**src/rtl/fmul_pipe.sv**
```systemverilog
// fmul_pipe: pipelined IEEE-754-style multiplier with round-to-nearest-even, flush-to-zero
// underflow, valid/ready handshake on both sides and a pass-through tag.
module fmul_pipe #(
  parameter int EXP_W  = 8,
  parameter int MAN_W  = 23,
  parameter int STAGES = 2,
  parameter int TAG_W  = 4
) (
  input  logic                 clk,
  input  logic                 rstn,
  input  logic                 in_valid,
  output logic                 in_ready,
  input  logic [EXP_W+MAN_W:0] x1,
  input  logic [EXP_W+MAN_W:0] x2,
  input  logic [TAG_W-1:0]     in_tag,
  output logic                 out_valid,
  input  logic                 out_ready,
  output logic [EXP_W+MAN_W:0] y,
  output logic                 ovf,
  output logic [TAG_W-1:0]     out_tag
);

  localparam int W  = 1 + EXP_W + MAN_W;
  localparam int EW = EXP_W + 2;
  localparam int FW = 1 + EW + 2 + MAN_W + 2;
  localparam int RW = W + 1;
  localparam logic [EW-1:0] BIAS  = {3'b000, {(EXP_W-1){1'b1}}};
  localparam logic [EW-1:0] ONE_E = {{(EW-1){1'b0}}, 1'b1};
  localparam logic [EW-1:0] MAX_E = {2'b00, {EXP_W{1'b1}}};

  // Front half: sign, biased exponent, special-input flags and the normalised
  // significand reduced to mantissa/guard/sticky. Exponent is two's complement in EW bits.
  function automatic logic [FW-1:0] mul_front(input logic [W-1:0] a, input logic [W-1:0] b);
    logic [EXP_W-1:0]   ea;
    logic [EXP_W-1:0]   eb;
    logic [MAN_W:0]     ma;
    logic [MAN_W:0]     mb;
    logic [2*MAN_W+1:0] prod;
    logic [2*MAN_W:0]   frac;
    logic [EW-1:0]      e;
    logic               zero;
    logic               inf;
    ea   = a[W-2 -: EXP_W];
    eb   = b[W-2 -: EXP_W];
    ma   = {1'b1, a[MAN_W-1:0]};
    mb   = {1'b1, b[MAN_W-1:0]};
    prod = {{(MAN_W+1){1'b0}}, ma} * {{(MAN_W+1){1'b0}}, mb};
    e    = {2'b00, ea} + {2'b00, eb} - BIAS;
    if (prod[2*MAN_W+1]) begin
      frac = prod[2*MAN_W:0];
      e    = e + ONE_E;
    end else begin
      frac = {prod[2*MAN_W-1:0], 1'b0};
    end
    zero = (ea == '0) || (eb == '0);
    inf  = (&ea) || (&eb);
    return {a[W-1] ^ b[W-1], e, zero, inf, frac[2*MAN_W -: MAN_W], frac[MAN_W], |frac[MAN_W-1:0]};
  endfunction

  // Back half: RNE rounding, carry renormalisation, then specials/overflow/flush; returns {ovf, y}.
  function automatic logic [RW-1:0] mul_back(input logic [FW-1:0] f);
    logic             s;
    logic [EW-1:0]    e;
    logic             zero;
    logic             inf;
    logic [MAN_W-1:0] man;
    logic             guard;
    logic             sticky;
    logic [MAN_W:0]   rnd;
    logic [RW-1:0]    r;
    {s, e, zero, inf, man, guard, sticky} = f;
    rnd = {1'b0, man} + {{MAN_W{1'b0}}, guard & (sticky | man[0])};
    if (rnd[MAN_W]) begin
      e = e + ONE_E;
    end else begin
      e = e;
    end
    if (zero) begin
      r = {1'b0, s, {EXP_W{1'b0}}, {MAN_W{1'b0}}};
    end else if (inf) begin
      r = {1'b0, s, {EXP_W{1'b1}}, {MAN_W{1'b0}}};
    end else if (!e[EW-1] && (e >= MAX_E)) begin
      r = {1'b1, s, {EXP_W{1'b1}}, {MAN_W{1'b0}}};
    end else if (e[EW-1] || (e == '0)) begin
      r = {1'b0, s, {EXP_W{1'b0}}, {MAN_W{1'b0}}};
    end else begin
      r = {1'b0, s, e[EXP_W-1:0], rnd[MAN_W-1:0]};
    end
    return r;
  endfunction

  logic [STAGES-1:0] v_q;
  logic [STAGES-1:0] v_d;
  logic [STAGES-1:0] ready_s;
  logic [TAG_W-1:0]  tag_q [STAGES];
  logic [TAG_W-1:0]  tag_d [STAGES];
  logic [RW-1:0]     out_res_s;

  // A slot can load when it is empty or its occupant moves on; the chain runs back from out_ready.
  always_comb begin
    ready_s = '0;
    ready_s[STAGES-1] = !v_q[STAGES-1] || out_ready;
    for (int i = STAGES - 2; i >= 0; i--) begin
      ready_s[i] = !v_q[i] || ready_s[i+1];
    end
  end

  // Valid bits and tags shift forward wherever the receiving slot is ready.
  always_comb begin
    v_d   = v_q;
    tag_d = tag_q;
    if (ready_s[0]) begin
      v_d[0] = in_valid;
      if (in_valid) begin
        tag_d[0] = in_tag;
      end else begin
        tag_d[0] = tag_q[0];
      end
    end else begin
      v_d[0] = v_q[0];
    end
    for (int i = 1; i < STAGES; i++) begin
      if (ready_s[i]) begin
        v_d[i] = v_q[i-1];
        if (v_q[i-1]) begin
          tag_d[i] = tag_q[i-1];
        end else begin
          tag_d[i] = tag_q[i];
        end
      end else begin
        v_d[i] = v_q[i];
      end
    end
  end

  // Control and tag registers.
  always_ff @(posedge clk or negedge rstn) begin
    if (!rstn) begin
      v_q <= '0;
      for (int i = 0; i < STAGES; i++) begin
        tag_q[i] <= '0;
      end
    end else begin
      v_q   <= v_d;
      tag_q <= tag_d;
    end
  end

  generate
    if (STAGES == 1) begin : g_one
      logic [RW-1:0] res_q;
      logic [RW-1:0] res_d;

      // Single slot: the whole multiply happens in front of the only register.
      always_comb begin
        if (ready_s[0] && in_valid) begin
          res_d = mul_back(mul_front(x1, x2));
        end else begin
          res_d = res_q;
        end
      end

      // Result register.
      always_ff @(posedge clk or negedge rstn) begin
        if (!rstn) begin
          res_q <= '0;
        end else begin
          res_q <= res_d;
        end
      end

      assign out_res_s = res_q;
    end else begin : g_multi
      localparam int NR = STAGES - 1;
      logic [FW-1:0] fr_q;
      logic [FW-1:0] fr_d;
      logic [RW-1:0] res_q [NR];
      logic [RW-1:0] res_d [NR];

      // Slot 0 keeps the unrounded product; rounding sits between slot 0 and slot 1.
      always_comb begin
        res_d = res_q;
        if (ready_s[0] && in_valid) begin
          fr_d = mul_front(x1, x2);
        end else begin
          fr_d = fr_q;
        end
        if (ready_s[1] && v_q[0]) begin
          res_d[0] = mul_back(fr_q);
        end else begin
          res_d[0] = res_q[0];
        end
        for (int k = 1; k < NR; k++) begin
          if (ready_s[k+1] && v_q[k]) begin
            res_d[k] = res_q[k-1];
          end else begin
            res_d[k] = res_q[k];
          end
        end
      end

      // Data registers; cleared on reset so y/ovf read zero.
      always_ff @(posedge clk or negedge rstn) begin
        if (!rstn) begin
          fr_q <= '0;
          for (int k = 0; k < NR; k++) begin
            res_q[k] <= '0;
          end
        end else begin
          fr_q  <= fr_d;
          res_q <= res_d;
        end
      end

      assign out_res_s = res_q[NR-1];
    end
  endgenerate

  assign in_ready  = ready_s[0];
  assign out_valid = v_q[STAGES-1];
  assign y         = out_res_s[W-1:0];
  assign ovf       = out_res_s[W];
  assign out_tag   = tag_q[STAGES-1];

endmodule

```
**config.mk**
```make
export PLATFORM = sky130hd
export DESIGN_NAME = fmul_pipe
export DESIGN_NICKNAME = d
export VERILOG_FILES = /design/src/rtl/fmul_pipe.sv
export SDC_FILE = /design/constraint.sdc
export NUM_CORES = 2
export LEC_CHECK = 0
export ABC_CLOCK_PERIOD_IN_PS = 2800
export BUFFER_PORTS_ARGS = -buffer_cell sky130_fd_sc_hd__buf_4
export CORE_ASPECT_RATIO = 0.8
export CORE_MARGIN = 1.5
export CORE_UTILIZATION = 58
export CTS_CLUSTER_DIAMETER = 50
export CTS_CLUSTER_SIZE = 12
export DETAILED_ROUTE_END_ITERATION = 12
export GPL_TIMING_DRIVEN = 0
export PLACE_DENSITY = 0.81
export SLEW_MARGIN = 5
export SYNTH_ARGS = -nofsm -noshare
export SYNTH_HDL_FRONTEND = slang
export SYNTH_SLANG_ARGS = --single-unit
```
**constraint.sdc**
```tcl
create_clock -name clk -period 2.8 [get_ports clk]
set_input_delay 0.84 -clock clk [delete_from_list [all_inputs] [get_ports clk]]
set_output_delay 0.84 -clock clk [all_outputs]
set_load 0.01 [all_outputs]
```
==> metrics.md <==
| Metric | Value |
|---|---|
| Predominant post-synthesis flop cell | dfrtp_1 |
| Mapped Cells | 2695 |
| IO buf count | roughly 110 |
| Register bit total from synthesis | 81 |
| CTS tree | done |
| Share of layout cells above drive strength 1 | 19.2% |
| CP max stage cell | fa_2 |
| Critical Path AT | 7770 ps |
| Violated checks | setup timing |
| GP Congestion | slightly above 1 |
| Avg Vias per Cell | between 5 and 6 |
| Final wirelength | between 80000 and 90000 um |
| Crit path max fanout | 6 |
| Critical Path Most Common Cell | fa_1 |
| Headroom to the max-slew limit | 30.3% |
| Final ANT Viol Nets | 0 |
| Avg Cell Area, Syn | 8.80 sq um |
| RSZ-0062 raised after global routing | yes |
| Hold Path Class | flop to flop |
| Die Span Y | 184 um |
| Buf/Inv on CP | 13 |
| Most common cell after layout, fill and taps aside | inv_1 |
| Status | finished, violations left |
| Sequential-to-total area share from yosys stat | 8.55% |
| Flop-to-flop setup slack | 50 ps |
| Req. time, crit path | 3010 ps |
| Crit path launch type | input port |
| HPWL after DPL | ~64000 um |
| Fin. Hold Viols | 0 |
| Hold-fix buffers, CTS | 0 |
| Final period util | 270% |
| Area contributors post-synth | fa_1, ha_1, inv_1, dfrtp_1, nand2_1 |
| Initial antenna violation count | 1 |
| I/O Pins | 111 |
| CTS sink cnt | 81 |
| DR vias | 20500 |
| Synth unique cells | a little over 80 |
| Crit Path Class | input port to flop |
| All-layer global routing usage | a little under two fifths |
| Max_cap viols | 0 |
| Area leader, netlist | fa_1 |
| Worst hold start | tag_q[6] |
| Worst Hold Depth | 2 |
| Initial Utilization | 58.6% |
| Clk pin slew, worst setup/hold paths | 70 ps |
| Final core utilization | 70.6% |
| Worst-margin pin slew | 1050 ps |
| Setup crit end kind | flop |
| Clock root buffer | clkbuf_16 |
| Hold Path Sink | tag_q[6] |
| Initial drt markers | 2096 |
| Final net count | 3653 |
| Wire length per cell | 23.4 um |
| Max Slew Vio Count | 0 |
| Share of flip-flops with an asynchronous set or reset | 100% |
| Htree depth | 3 |
| Levels on crit path | 31 |
| Die Footprint | 42100 sq um |
| Antenna cells | 0 |
| First-pass GRT wire length | 121000 um |
| TNS Setup | -161610 ps |
| CP max stage delay | 560 ps |
| Setup slack after layout | -4760 ps |
| Syn Nets | 3442 |
| Syn. warnings | 0 |
| Min Clock Period, post-route | 7560 ps |
| Commonest non-fill, non-tap cells in the layout | inv_1, fa_1, nand2_1 |
| Top-area cell type share of the netlist area | about two fifths |
| Post-synth EDFFs | 0 |
| Setup violators final | 41 |
| Clock skew | 8.15 ps |
| Row cnt | 66 |
| Synthesized cell area | about 24000 sq um |
| Core area | 40500 sq um |
| R2R depth | 12 |
| Vias in the first global route | 20511 |
| CTS max path bufs | 2 |
| Remaining Overflow, GRT | 0 |
| DRC errors left | 0 |
| Reg-to-reg endpoint | g_multi.res_q[2] |
| Clock latency at the later pin of the worst-skew pair | ~350 ps |
| Largest net degree at the start of global routing | 82 |
| First-pass DRT Iterations | 6 |
| Fmax | 0.132 GHz |
| Area delta synth->final | 20.4% |
| R2R Path Start | g_multi.fr_q[2] |
| TritonCTS Buffers | 9 |
| Dpl ws | -5670 ps |
| Die W | 229 um |
| Delay-heaviest family, CP | adder cells |
[metal layers]
metal  global-route usage, %  share of wire, %
met1                    53.0                39
met2                    57.2                43
met3                    11.0                12
met4                    15.6               5.3
met5                       0             0.079
[registers in the layout, summed over array words and instances, names as in the netlist]
name and flops:
g_multi.fr_q 38, g_multi.res_q 33, out_tag 4, tag_q 4, v_q 2
[timing repair]
item                                   4_1_cts  5_1_grt
setup endpoints to repair                   60       69
buffers inserted                            62       35
endpoints found under the hold margin        0        0
cloned                                       2        4
gates resized for setup                    279      120
pin swaps                                   44       63
[Yosys cell counts, types with 6 or more instances]
cell,count
o21ai_2,20
dfrtp_1,81
a211oi_1,11
xnor2_1,40
nand2_1,419
clkbuf_1,110
o21ai_1,9
nand3_1,31
nand2b_1,8
a31oi_1,10
o21ai_0,63
a22oi_1,6
buf_4,7
nor4_1,7
mux2_2,8
and3_1,15
a21o_1,19
fa_1,483
o211ai_1,7
o21bai_1,9
o21a_1,10
ha_1,192
xor2_1,40
nor3_1,7
a21oi_1,56
inv_1,585
nand4_1,21
nor2_1,67
buf_2,9
mux2i_1,16
and2_1,225
[worst reg2reg max path: stages (launching register included)]
cell,delay (ps)
dfrtp_1,420
o21a_1,200
ha_4,170
nand4_4,130
or4b_4,600
nor2_2,120
nor3_1,60
a31oi_1,190
o21bai_1,160
o2111ai_2,160
buf_6,170
buf_4,130
o21ai_0,160
[logic make-up after synthesis]
logic type                 count (synthesis)  synth area share, %
xor gates and xnor gates                  81                 3.02
DFF                                       81                 8.55
AOI/OAI and AO/OA                        272                 7.57
buffers and inverters                    718                 11.6
muxes                                     24                 1.05
and+or+nand+nor                          844                 17.3
adders and majority gates                675                 50.9
[layout make-up]
type,count,area [sq um]
Buffer,123,1520
Clock buffer,9,225
Clock inverter,7,101
Fill cell,3055,11900
Inverter,588,2230
Multi-Input combinational cell,1896,19900
Sequential cell,81,2040
Tap cell,544,681
Timing Repair Buffer,207,1860
[metrics by stage]
stage	cell area (sq um)	hold WS, ps	std cells
floorplan	24300	442	2695
global placement	25800	455	3345
detailed placement	25800	464	3345
CTS	27900	482	3421
global route	28600	503	3455
finish	28600	480	3455
[how the worst max path moves through the flow]
stage / from / endpoint / slack, ps
final: x2[6] / g_multi.fr_q[19] / -4760
after global routing: x2[3] / g_multi.fr_q[19] / -4890
after CTS: x2[6] / g_multi.fr_q[35] / -4540
after detailed placement: x2[14] / g_multi.fr_q[20] / -5670
after global placement: x2[14] / g_multi.fr_q[7] / -5640
after floorplan: x2[5] / g_multi.fr_q[24] / -4150
Power is left out: the tool's default activity adds up to more than one toggle a clock period on the data nets, which glitch-free logic cannot reach.
